===== src/rtl/sipo_word_assembler_pkg.sv =====
// Shared definitions for the serial-to-parallel word assembler and its helpers.
package sipo_word_assembler_pkg;

  // FSM state encoding.
  localparam logic ST_IDLE  = 1'b0;
  localparam logic ST_SHIFT = 1'b1;

  typedef enum logic {
    S_IDLE  = ST_IDLE,
    S_SHIFT = ST_SHIFT
  } state_e;

  // Bits needed to count 0..width inclusive.
  function automatic int count_width(input int width);
    return $clog2(width + 1);
  endfunction

endpackage


===== src/rtl/sipo_bit_counter.sv =====
// Bit counter for serial stages: clear, load-one and increment controls, with a
// terminal flag raised while the count sits at WIDTH-1 (the next capture is the last).
module sipo_bit_counter
  import sipo_word_assembler_pkg::*;
#(
  parameter int WIDTH = 8,
  parameter int CW    = count_width(WIDTH)
) (
  input  logic clk,
  input  logic reset,
  input  logic clr_i,
  input  logic load1_i,
  input  logic inc_i,
  output logic term_o
);

  logic [CW-1:0] count_q, count_d;

  // Next count: load-one wins over clear, clear wins over increment.
  always_comb begin
    count_d = count_q;
    if (load1_i) begin
      count_d = CW'(1);
    end else if (clr_i) begin
      count_d = '0;
    end else if (inc_i) begin
      count_d = count_q + CW'(1);
    end
  end

  // Count register.
  always_ff @(posedge clk or posedge reset) begin
    if (reset) begin
      count_q <= '0;
    end else begin
      count_q <= count_d;
    end
  end

  assign term_o = (count_q == CW'(WIDTH - 1));

endmodule


===== src/rtl/sipo_word_assembler.sv =====
// Assembles a WIDTH-bit word from a framed serial stream. Publishes the word with a
// one-cycle load strobe on completion and raises a sticky flag when a frame is aborted.
module sipo_word_assembler
  import sipo_word_assembler_pkg::*;
#(
  parameter int WIDTH     = 8,
  parameter bit MSB_FIRST = 1'b1
) (
  input  logic             clk,
  input  logic             reset,
  input  logic             sin,
  input  logic             sin_valid,
  input  logic             frame_start,
  output logic [WIDTH-1:0] out,
  output logic             str,
  output logic             busy,
  output logic             frame_err
);

  state_e           state_q, state_d;
  logic [WIDTH-1:0] shreg_q, shreg_d;
  logic [WIDTH-1:0] shifted;
  logic [WIDTH-1:0] out_q, out_d;
  logic             str_q, str_d;
  logic             err_q, err_d;
  logic             cnt_clr, cnt_load1, cnt_inc, cnt_term;

  // Shift register contents after capturing sin. Stale bits from an aborted or
  // completed frame need no clearing: exactly WIDTH shifts push them out.
  generate
    if (MSB_FIRST) begin : g_msb_first
      assign shifted = {shreg_q[WIDTH-2:0], sin};
    end else begin : g_lsb_first
      assign shifted = {sin, shreg_q[WIDTH-1:1]};
    end
  endgenerate

  sipo_bit_counter #(
    .WIDTH (WIDTH)
  ) u_bit_counter (
    .clk     (clk),
    .reset   (reset),
    .clr_i   (cnt_clr),
    .load1_i (cnt_load1),
    .inc_i   (cnt_inc),
    .term_o  (cnt_term)
  );

  // Next-state logic: frame start, bit capture, completion and abort.
  always_comb begin
    state_d   = state_q;
    shreg_d   = shreg_q;
    out_d     = out_q;
    str_d     = 1'b0;
    err_d     = err_q;
    cnt_clr   = 1'b0;
    cnt_load1 = 1'b0;
    cnt_inc   = 1'b0;

    // In IDLE a valid bit is only taken when it arrives with the frame marker.
    if (sin_valid && ((state_q == S_SHIFT) || frame_start)) begin
      shreg_d = shifted;
    end

    case (state_q)
      S_IDLE: begin
        if (frame_start) begin
          state_d   = S_SHIFT;
          cnt_clr   = 1'b1;
          cnt_load1 = sin_valid;
        end
      end
      S_SHIFT: begin
        if (sin_valid && cnt_term) begin
          // Last bit: publish; a coincident frame marker opens an empty new frame.
          out_d   = shifted;
          str_d   = 1'b1;
          err_d   = 1'b0;
          cnt_clr = 1'b1;
          state_d = frame_start ? S_SHIFT : S_IDLE;
        end else if (frame_start) begin
          // Abort: drop the partial word and restart, keeping a same-edge bit as bit 0.
          err_d     = 1'b1;
          cnt_clr   = 1'b1;
          cnt_load1 = sin_valid;
        end else if (sin_valid) begin
          cnt_inc = 1'b1;
        end
      end
      default: state_d = S_IDLE;
    endcase
  end

  // State and output registers.
  always_ff @(posedge clk or posedge reset) begin
    if (reset) begin
      state_q <= S_IDLE;
      shreg_q <= '0;
      out_q   <= '0;
      str_q   <= 1'b0;
      err_q   <= 1'b0;
    end else begin
      state_q <= state_d;
      shreg_q <= shreg_d;
      out_q   <= out_d;
      str_q   <= str_d;
      err_q   <= err_d;
    end
  end

  assign out       = out_q;
  assign str       = str_q;
  assign busy      = (state_q == S_SHIFT);
  assign frame_err = err_q;

endmodule


===== config.mk =====
export PLATFORM = sky130hd
export DESIGN_NAME = sipo_word_assembler
export DESIGN_NICKNAME = d
export VERILOG_FILES = /design/src/rtl/sipo_word_assembler_pkg.sv /design/src/rtl/sipo_bit_counter.sv /design/src/rtl/sipo_word_assembler.sv
export SDC_FILE = /design/constraint.sdc
export NUM_CORES = 1
export LEC_CHECK = 0
export ABC_AREA = 1
export ABC_CLOCK_PERIOD_IN_PS = 2450
export BUFFER_PORTS_ARGS = -buffer_cell sky130_fd_sc_hd__buf_4
export CAP_MARGIN = 20
export CORE_MARGIN = 1
export CORE_UTILIZATION = 40
export CTS_CLUSTER_DIAMETER = 80
export DETAILED_ROUTE_END_ITERATION = 16
export SYNTH_ARGS = -nofsm -noshare
export SYNTH_HDL_FRONTEND = slang
export SYNTH_SLANG_ARGS = --single-unit

===== constraint.sdc =====
create_clock -name clk -period 2.45 [get_ports clk]
set_input_delay 0.245 -clock clk [delete_from_list [all_inputs] [get_ports clk]]
set_output_delay 0.245 -clock clk [all_outputs]
set_load 0.01 [all_outputs]

Yosys cells after proc, flatten, opt, wreduce, memory -nomap -nowiden
Index checks and enable logic that the tools add are counted.

$add $sub $neg: 1. Equality and inequality tests: 1. Muxes and demuxes: 19. Bitwise logic cells: 1. Reductions and logical operators: 7.

Operators by type and width (number): 2-to-1 mux 1 bit (13); 2-to-1 mux 4 bit (3); one-hot mux 1 bit (2 select lines) (3); adder 4 x 1 -> 4 bit (second input constant) (1); equality test 4 x 3 -> 1 bit (second input constant) (1); AND reduction 2 bit (2); nonzero test 3 bit (1); logical AND 1 bit (2); nonzero test 2 bit (1); logical OR 1 bit (1); inverter 1 bit (1).

Register bits: 22. Input bits: 5. Output and inout bits: 11. Logic and storage cells: 35.

Depth between registers and ports, before layout
Gate-level depths: netlist (run 1).

Word-level depth: 7. Depth in mapped cells: 8. Depth with buffers taken out: 8.

Hierarchy
Synthesis (run 1) repeated with hierarchy kept, for this count alone.

Cells, all modules: 112. Area total of the unflattened synthesis: 962.2 µm².

Modules (own cells, without submodules): sipo_word_assembler (times used 1, cells each 87, area each 758.2 µm², sequential area each 450.4 µm²); sipo_bit_counter (times used 1, cells each 25, area each 203.9 µm², sequential area each 100.1 µm²).

Worst setup path after synthesis (run 1)
Ideal clock, no wire load.

Kind: register to register. From: register u_bit_counter.count_q[0]. To: register err_q, in the netlist frame_err. Library setup time: 0.063 ns. Data arrival time: 1.106 ns. Data required time: 2.387 ns. Setup slack: 1.281 ns. Cell stages (with the launch flop): 8. Path buffers: 0. Clock period less this slack: 1.169 ns. Path through: dfrtp_1 ha_1 nand2_1 inv_2 nand3_2 inv_2 or2_1 inv_1.

Word-level cells in the longest chain between the ends: 4. Elaborated cells between the ends (all ways): 5. Classes of those cells: eq/ne (1); mux (1); reduce/logical (3).

Ends and longest elaborated chain: from (decl) (RTL line sipo_bit_counter.sv:17) `logic [CW-1:0] count_q, count_d;`; from (signal assigned) (RTL line sipo_bit_counter.sv:36) `count_q <= count_d;`; equality test 4 x 3 -> 1 bit (*) (RTL line sipo_bit_counter.sv:40) `assign term_o = (count_q == CW'(WIDTH - 1));`; logical AND 1 bit (*) (RTL line sipo_word_assembler.sv:74) `if (sin_valid && cnt_term) begin`; nonzero test 2 bit (no source line); AND reduction 2 bit (no source line); to (signal assigned) (RTL line sipo_word_assembler.sv:107) `err_q <= err_d;`; to (decl) (RTL line sipo_word_assembler.sv:25) `logic err_q, err_d;`.

Mark *: on every way between the ends. The rest lies on a longest branch, timed or not. A chain may end at the register's enable or synchronous reset.

Final worst setup path (run 1)
Same ends and word-level chain as after synthesis.

==> results.md, run 1 <==
* Result of the run: finished clean
* Critical path peak fanout at 15
* Vias at roughly 670
* Hold-fix buffers at CTS at 0
* Post-CTS Repair Setup Buffers at 0
* Kind of critical path: reg2reg
* Initial antenna violation count at 0
* Setup-violating endpoint count in the final report at 0
* DPL Wire Length at around 1200 µm
* Fill cells at about 230
* Clock transition at the register clock pins on the worst setup and hold paths after CTS at 120 ps
* Cell area after layout at 0.00111 mm²
* Total clock buffers created by CTS at 3
* Final net count at between 100 and 150
* Number of DRC violations after detailed routing at 0
* Min cycle time layout at between 1000 and 1500 ps
* Kind of end point of the critical path: flop
* Biggest area consumer among synthesized cells: sky130_fd_sc_hd__dfrtp_1
* Count of endpoints failing hold in the final timing report at 0
* Maximum clock frequency at ~680 MHz
* Number of standard cells in the final layout excluding fillers at roughly 140
* Port buffer count at 15
* Average routed wire per standard cell at ~11 µm
* Initial cell density of the core at 0.423
* Synth top area share at 0.588
* Area of the multi-input gates at ~330 µm²
* Total grt overflow at 0
* Antenna Nets Post-Route at 0
* Antenna diode count at 0
* CTS HTree Levels at 1
* Max VDD drop at roughly 0.00044 V
* EDFF count, synth at 0
* Yosys synthesis warning count at 0
* Count of instances resized after the clock tree is built at 0
* Cell area after technology mapping at 936 µm²
* Clk Tree Root Cell: sky130_fd_sc_hd__clkbuf_4
* Row count at 17
* Via count of the first global-routing pass at roughly 670
* Slowest cell on crit path: sky130_fd_sc_hd__dfrtp_1
* CP peak stage delay at around 420 ps
* Count leader, synth: sky130_fd_sc_hd__nand2_1
* Largest net degree at the start of global routing at 23
* Die footprint at 0.00254 mm²
* Total placed cells including tap cells at 140
* Synth unique cells at 19
* Routability congestion estimate at roughly 0.7
* Max-capacitance violation count at 0
* Total wire length at 1570 µm
* Power density of the placed cells at a little under 700 mW/mm²
* Boundary pin count at 16
* Width of the die at ~50 µm
* Least-Margin Pin Slew at approximately 810 ps
* Startpoint type of the worst setup path: flop
* Setup repair after global routing missed its margin: no
* Total number of clock tree sinks at 22
* Combined flip-flop and latch cell area at between 500 and 600 µm²
* Utilization after layout at 0.501
* CTS tree: yes
* Vias per cell at roughly 4.6
* Area delta synth->final at 18.4%
* Synthesized netlist cell count at between 90 and 100
* Share of the cycle needed by the critical path after routing at 0.598
* Cell-by-cell listing of the critical path: ha_1 > nand2_1 > inv_2 > nand3_2 > inv_2 > or2_1 > inv_1
* Share of synthesized registers carrying an async set or reset at 1.00
* Largest cells by area after synthesis: sky130_fd_sc_hd__dfrtp_1 59%, sky130_fd_sc_hd__nand2_1 14%, sky130_fd_sc_hd__mux2_1 4.8%, sky130_fd_sc_hd__inv_1 4.0%, sky130_fd_sc_hd__nand3_1 2.1%
* Max-slew headroom at the worst pin at 0.459
* Skew-Pair Late Insertion Delay at between 200 and 300 ps
* Fin Setup TNS at 0 ps
* Max-slew violation count at 0
* Clock tree skew after final layout at approximately 1.3 ps
* Initial DRT Pass Iterations at 4
* Critical path arrival at about 1700 ps
* Worst-case hold slack at roughly 91 ps
* Leakage at a little under 0.6 nW
* Data required time of the worst path at ~2700 ps
* Flops & latches, synth at 22
* Most frequent cells after synthesis: 34 x sky130_fd_sc_hd__nand2_1, 22 x sky130_fd_sc_hd__dfrtp_1, 10 x sky130_fd_sc_hd__inv_1
* Most common cell on crit path: sky130_fd_sc_hd__inv_2
* Area inside the core boundary at between 0.002 and 0.0025 mm²
* Worst hold path class: in2async
* Global-route wire length before repair at between 2000 and 3000 µm
* All-layer global routing usage at 0.154
* Sequential area share after synthesis at 0.588
* Violation count after the first detailed-routing iteration at 7
* Mapped Nets at between 100 and 150
* Placement Cell Area at 0.00107 mm²
* Die height at between 50 and 60 µm
* Buffers from clock root to sink, at most at 2
* Mean instance size in the synthesized netlist at 9.55 µm²
* Most used DFF post-synth: sky130_fd_sc_hd__dfrtp_1
* Share of final-layout standard cells stronger than drive strength 1 at 0.250
## path summary, 6_finish.rpt
path                                                 startpoint                              endpoint  slack (ps)  cells after the start
max                        u_bit_counter.count_q[0]$_DFFE_PP0P_                 frame_err$_DFFE_PP0P_         980                      7
min                                                       reset                        busy$_DFF_PP0_          90                      2
max reg2reg                u_bit_counter.count_q[0]$_DFFE_PP0P_                 frame_err$_DFFE_PP0P_         980                      7
min reg2reg                                  out[6]$_DFFE_PP0P_                    out[6]$_DFFE_PP0P_         500                      2
max in group asynchronous                                 reset  u_bit_counter.count_q[1]$_DFFE_PP0P_        1860                      2
min in group clk                                            sin                    out[0]$_DFFE_PP0P_         160                      3
## registers in the layout, indices dropped and copies added, names as in the netlist
register               flops
frame_err                  1
str                        1
out                        8
shreg_q                    7
busy                       1
u_bit_counter.count_q      4
## where the power goes
group | switching, W | leakage (nW) | internal, W
clock network | 0.000104 | 0.0210 | 0.0000905
registers | 0.0000322 | 0.278 | 0.000413
logic | 0.0000638 | 0.294 | 0.0000585
total | 0.000200 | 0.593 | 0.000562
## stage by stage
| stage | setup WS (ps) | power (W) |
|---|---|---|
| floorplan | 1280 | 0.000521 |
| global placement | 1070 | 0.000574 |
| detailed placement | 1010 | 0.000578 |
| CTS | 978 | 0.000771 |
| global route | 862 | 0.000811 |
| finish | 984 | 0.000762 |
## area by class of cell
| cell class | count | area share |
|---|---|---|
| multi-input combinational | 63 | 0.297 |
| sequential | 22 | 0.497 |
| inverter | 12 | 0.0406 |
| tap | 28 | 0.0316 |
| clock buffer | 4 | 0.0327 |
| timing repair buffer | 15 | 0.102 |
## logic make-up after synthesis
| family | after synthesis | share of synthesized area |
|---|---|---|
| and+or+nand+nor | 49 | 0.234 |
| DFF | 22 | 0.588 |
| buffers and inverters | 13 | 0.0602 |
| AOI/OAI and AO/OA | 9 | 0.0561 |
| muxes | 4 | 0.0481 |
| adders and majority gates | 1 | 0.0134 |
## worst max-delay path, delay by kind of cell, from the launching register on
kind                     cells  cell delay (ps)
flip-flops                   1              420
AND/OR/NAND/NOR              3              560
buffers and inverters        3              220
adder cells (fa/ha/maj)      1              220
## routing by layer
metal,vias to the layer above,share of wire,track usage
li1,343,-,-
met1,310,0.48,0.199
met2,10,0.47,0.240
met3,2,0.036,0.0394
met4,0,0.010,0.0694
met5,-,0,0
## cell usage in the layout, fill, tap and decap left out, types with 2 or more instances in the layout
cell type	count
sky130_fd_sc_hd__dfrtp_1	22
sky130_fd_sc_hd__nand2_1	34
sky130_fd_sc_hd__buf_4	15
sky130_fd_sc_hd__mux2_1	4
sky130_fd_sc_hd__nand3_1	4
sky130_fd_sc_hd__a21oi_1	3
sky130_fd_sc_hd__nand2_2	3
sky130_fd_sc_hd__o21ai_2	2
sky130_fd_sc_hd__o21ai_0	4
sky130_fd_sc_hd__clkbuf_4	3
sky130_fd_sc_hd__nor2_1	2
sky130_fd_sc_hd__inv_2	2
sky130_fd_sc_hd__inv_1	10
Power figures use the tool's default switching activity.
==> run 2, diff against run 1 <==
--- a/config.mk
+++ b/config.mk
@@ -6,7 +6,7 @@
 export NUM_CORES = 1
 export LEC_CHECK = 0
 export ABC_AREA = 1
-export ABC_CLOCK_PERIOD_IN_PS = 2450
+export ABC_CLOCK_PERIOD_IN_PS = 1200
 export BUFFER_PORTS_ARGS = -buffer_cell sky130_fd_sc_hd__buf_4
 export CAP_MARGIN = 20
 export CORE_MARGIN = 1
==> constraint.sdc (replaced) <==
create_clock -name clk -period 1.2 [get_ports clk]
set_input_delay 0.12 -clock clk [delete_from_list [all_inputs] [get_ports clk]]
set_output_delay 0.12 -clock clk [all_outputs]
set_load 0.01 [all_outputs]
==> run 2 against run 1 <==
- critical path depth unchanged
- clock skew up 0.66 ps
- cell count up 7.6%
- via count up 6.2%
==> results.md, run 2 (synthesis gave the netlist of run 1 again) <==
* Boundary pin count at 16 (unchanged)
* Most common cell after layout, fill and taps aside: sky130_fd_sc_hd__nand2_1
* Largest net degree at the start of global routing at 23 (unchanged)
* Row count at 17 (unchanged)
* Kind of critical path: reg2reg
* Worst hold path class: in2reg
* Start point of the worst min-delay path: sin
* Total grt overflow at 0 (unchanged)
* Clock transition at the register clock pins on the worst setup and hold paths after CTS at 110 ps (about the same)
* Power density of the placed cells at 1290 mW/mm² (+87%)
* Maximum clock frequency at 840 MHz (+23%)
* Count of endpoints failing hold in the final timing report at 0 (unchanged)
* Die height at 50.4 µm (unchanged)
* Die footprint at 0.00254 mm² (unchanged)
* CP peak stage delay at 410 ps (about the same)
* Area inside the core boundary at 0.00221 mm² (unchanged)
* Violation count after the first detailed-routing iteration at 11 (+4)
* Leakage at 0.648 nW (+9.3%)
* Worst flop-to-flop path startpoint: u_bit_counter.count_q[1]$_DFFE_PP0P_
* Total number of clock tree sinks at 22 (unchanged)
* GR met1 Demand/Resource at 0.184 (-0.0153)
* Max-capacitance violation count at 0 (unchanged)
* Clock tree skew after final layout at 1.96 ps (+0.662 ps)
* Vias per cell at 4.55 (-1.4%)
* Antenna diode count at 0 (unchanged)
* Number of DRC violations after detailed routing at 0 (unchanged)
* Max VDD drop at 0.00109 V (+150%)
* DPL Wire Length at 1190 µm (-0.95%)
* Combined flip-flop and latch cell area at 552 µm² (+0.23%)
* Initial antenna violation count at 0 (unchanged)
* Area delta synth->final at 33.6%
* Routability congestion estimate at 0.700 (+0.27%)
* Result of the run: finished clean
* Max-slew violation count at 0 (unchanged)
* GR met3 Demand/Resource at 0.0364 (-0.00303)
* Skew-Pair Late Insertion Delay at 310 ps (+20 ps)
* Area of the multi-input gates at 374 µm² (+14%)
* Leading cell types in the layout, fill and taps excluded: 24 x sky130_fd_sc_hd__nand2_1, 23 x sky130_fd_sc_hd__buf_4, 21 x sky130_fd_sc_hd__dfrtp_1, 12 x sky130_fd_sc_hd__nand2_2, 10 x sky130_fd_sc_hd__inv_1
* Cell-by-cell listing of the critical path: ha_2 > nand2_2 > inv_2 > nand3_4 > inv_4 > or2_1 > inv_1
* Average routed wire per standard cell at 10.7 µm (-1.8%)
* Busiest metal layer after global routing: met2
* Critical path peak fanout at 8 (-7)
* Slowest cell on crit path: sky130_fd_sc_hd__dfrtp_1
* Kind of end point of the critical path: flop
* Max-slew headroom at the worst pin at 0.814 (+0.355)
* Via count of the first global-routing pass at 685 (+3.0%)
* Port buffer count at 15 (unchanged)
* Data required time of the worst path at 1460 ps (-1240 ps)
* Min cycle time layout at 1190 ps (-275 ps)
* Total clock buffers created by CTS at 3 (unchanged)
* Fill cells at 218 (-4.4%)
* Final net count at 134 (+8.9%)
* Share of the cycle needed by the critical path after routing at 0.993 (+0.394)
* All-layer global routing usage at 0.158 (+0.00462)
* CTS HTree Levels at 1 (unchanged)
* Bufs and invs on worst path at 3 (unchanged)
* Met2 usage at 0.256 (+0.0156)
* Global-route wire length before repair at 2880 µm (+0.98%)
* Max FFs per register at 8 (unchanged)
* Least-Margin Pin Slew at 279 ps (-532 ps)
* Total wire length at 1660 µm (+5.7%)
* Setup repair after global routing missed its margin: yes
* CTS tree: yes
* Initial DRT Pass Iterations at 3 (-1)
* Cell class contributing the biggest share of worst-path delay: flip-flops
* Placement Cell Area at 0.00112 mm² (+4.9%)
* Setup-violating endpoint count in the final report at 0 (unchanged)
* Initial cell density of the core at 0.423 (unchanged)
* Fin Setup TNS at 0 ps (unchanged)
* Critical path arrival at 1450 ps (-260 ps)
* Launching element of the worst setup path: u_bit_counter.count_q[1]$_DFFE_PP0P_
* Share of final-layout standard cells stronger than drive strength 1 at 0.409 (+0.159)
* Buffers from clock root to sink, at most at 2 (unchanged)
* Cell area after layout at 0.00125 mm² (+13%)
* Width of the die at 50.4 µm (unchanged)
* Startpoint type of the worst setup path: flop
* Vias at 706 (+6.2%)
* Post-route total power at 0.00161 W (+110%)
* Antenna Nets Post-Route at 0 (unchanged)
* Clk Tree Root Cell: sky130_fd_sc_hd__clkbuf_4
-- run 2: cell types whose count changed in the layout (fill, tap and decap cells not counted), sizes merged --
cell         change
buf             +10
dlygate4sd3      +1
-- run 2: stage by stage --
| step | hold slack (ps) | cells | utilization | setup WS (ps) |
|---|---|---|---|---|
| after floorplan | 109 | 98 | - | 31.0 |
| after global placement | 178 | 147 | 0.508 | 1.90 |
| after detailed placement | 179 | 147 | 0.508 | -26.3 |
| after CTS | 4.17 | 153 | 0.538 | -5.66 |
| after global routing | 49.1 | 155 | 0.565 | -49.5 |
| final | 35.1 | 155 | 0.565 | 8.92 |
-- run 2: where the power goes --
group,internal (W),switching [W]
logic,0.000156,0.000145
clock network,0.000185,0.000215
registers,0.000844,0.0000650
-- run 2: worst min-delay path, delay by kind of cell --
| family | cells | cell delay, ps |
|---|---|---|
| buf+inv | 1 | 90 |
| simple gates | 1 | 40 |
| compound gates | 1 | 60 |
-- run 2: path summary, 6_finish.rpt --
kind / end / slack, ps / cells after the start
max: frame_err$_DFFE_PP0P_ / 9 / 7
min: shreg_q[0]$_DFFE_PP0P_ / 40 / 3
max reg2reg: frame_err$_DFFE_PP0P_ / 9 / 7
min reg2reg: out[4]$_DFFE_PP0P_ / 500 / 2
max in group asynchronous: busy$_DFF_PP0_ / 580 / 4
min in group asynchronous: busy$_DFF_PP0_ / 390 / 4
-- run 2: routing by layer --
layer	vias up	share of wire
met5	-	0
met4	0	0.018
met3	4	0.033
met2	10	0.49
met1	327	0.46
li1	365	-
-- run 2: final cells by class --
| class | instances | area share |
|---|---|---|
| flip-flops and latches | 22 | 0.441 |
| repair buffers | 26 | 0.164 |
| inverters | 12 | 0.0380 |
| multi-input cells | 63 | 0.299 |
| clock buffers | 4 | 0.0290 |
| well taps | 28 | 0.0280 |
-- run 2: repair_timing --
item / in CTS / in global routing
gates cloned: 0 / 0
endpoints found under the setup margin: 9 / 12
hold buffers: 1 / 0
setup buffers: 1 / 2
endpoints found under the hold margin: 22 / 0
pin swaps: 0 / 8
resized for setup: 3 / 15
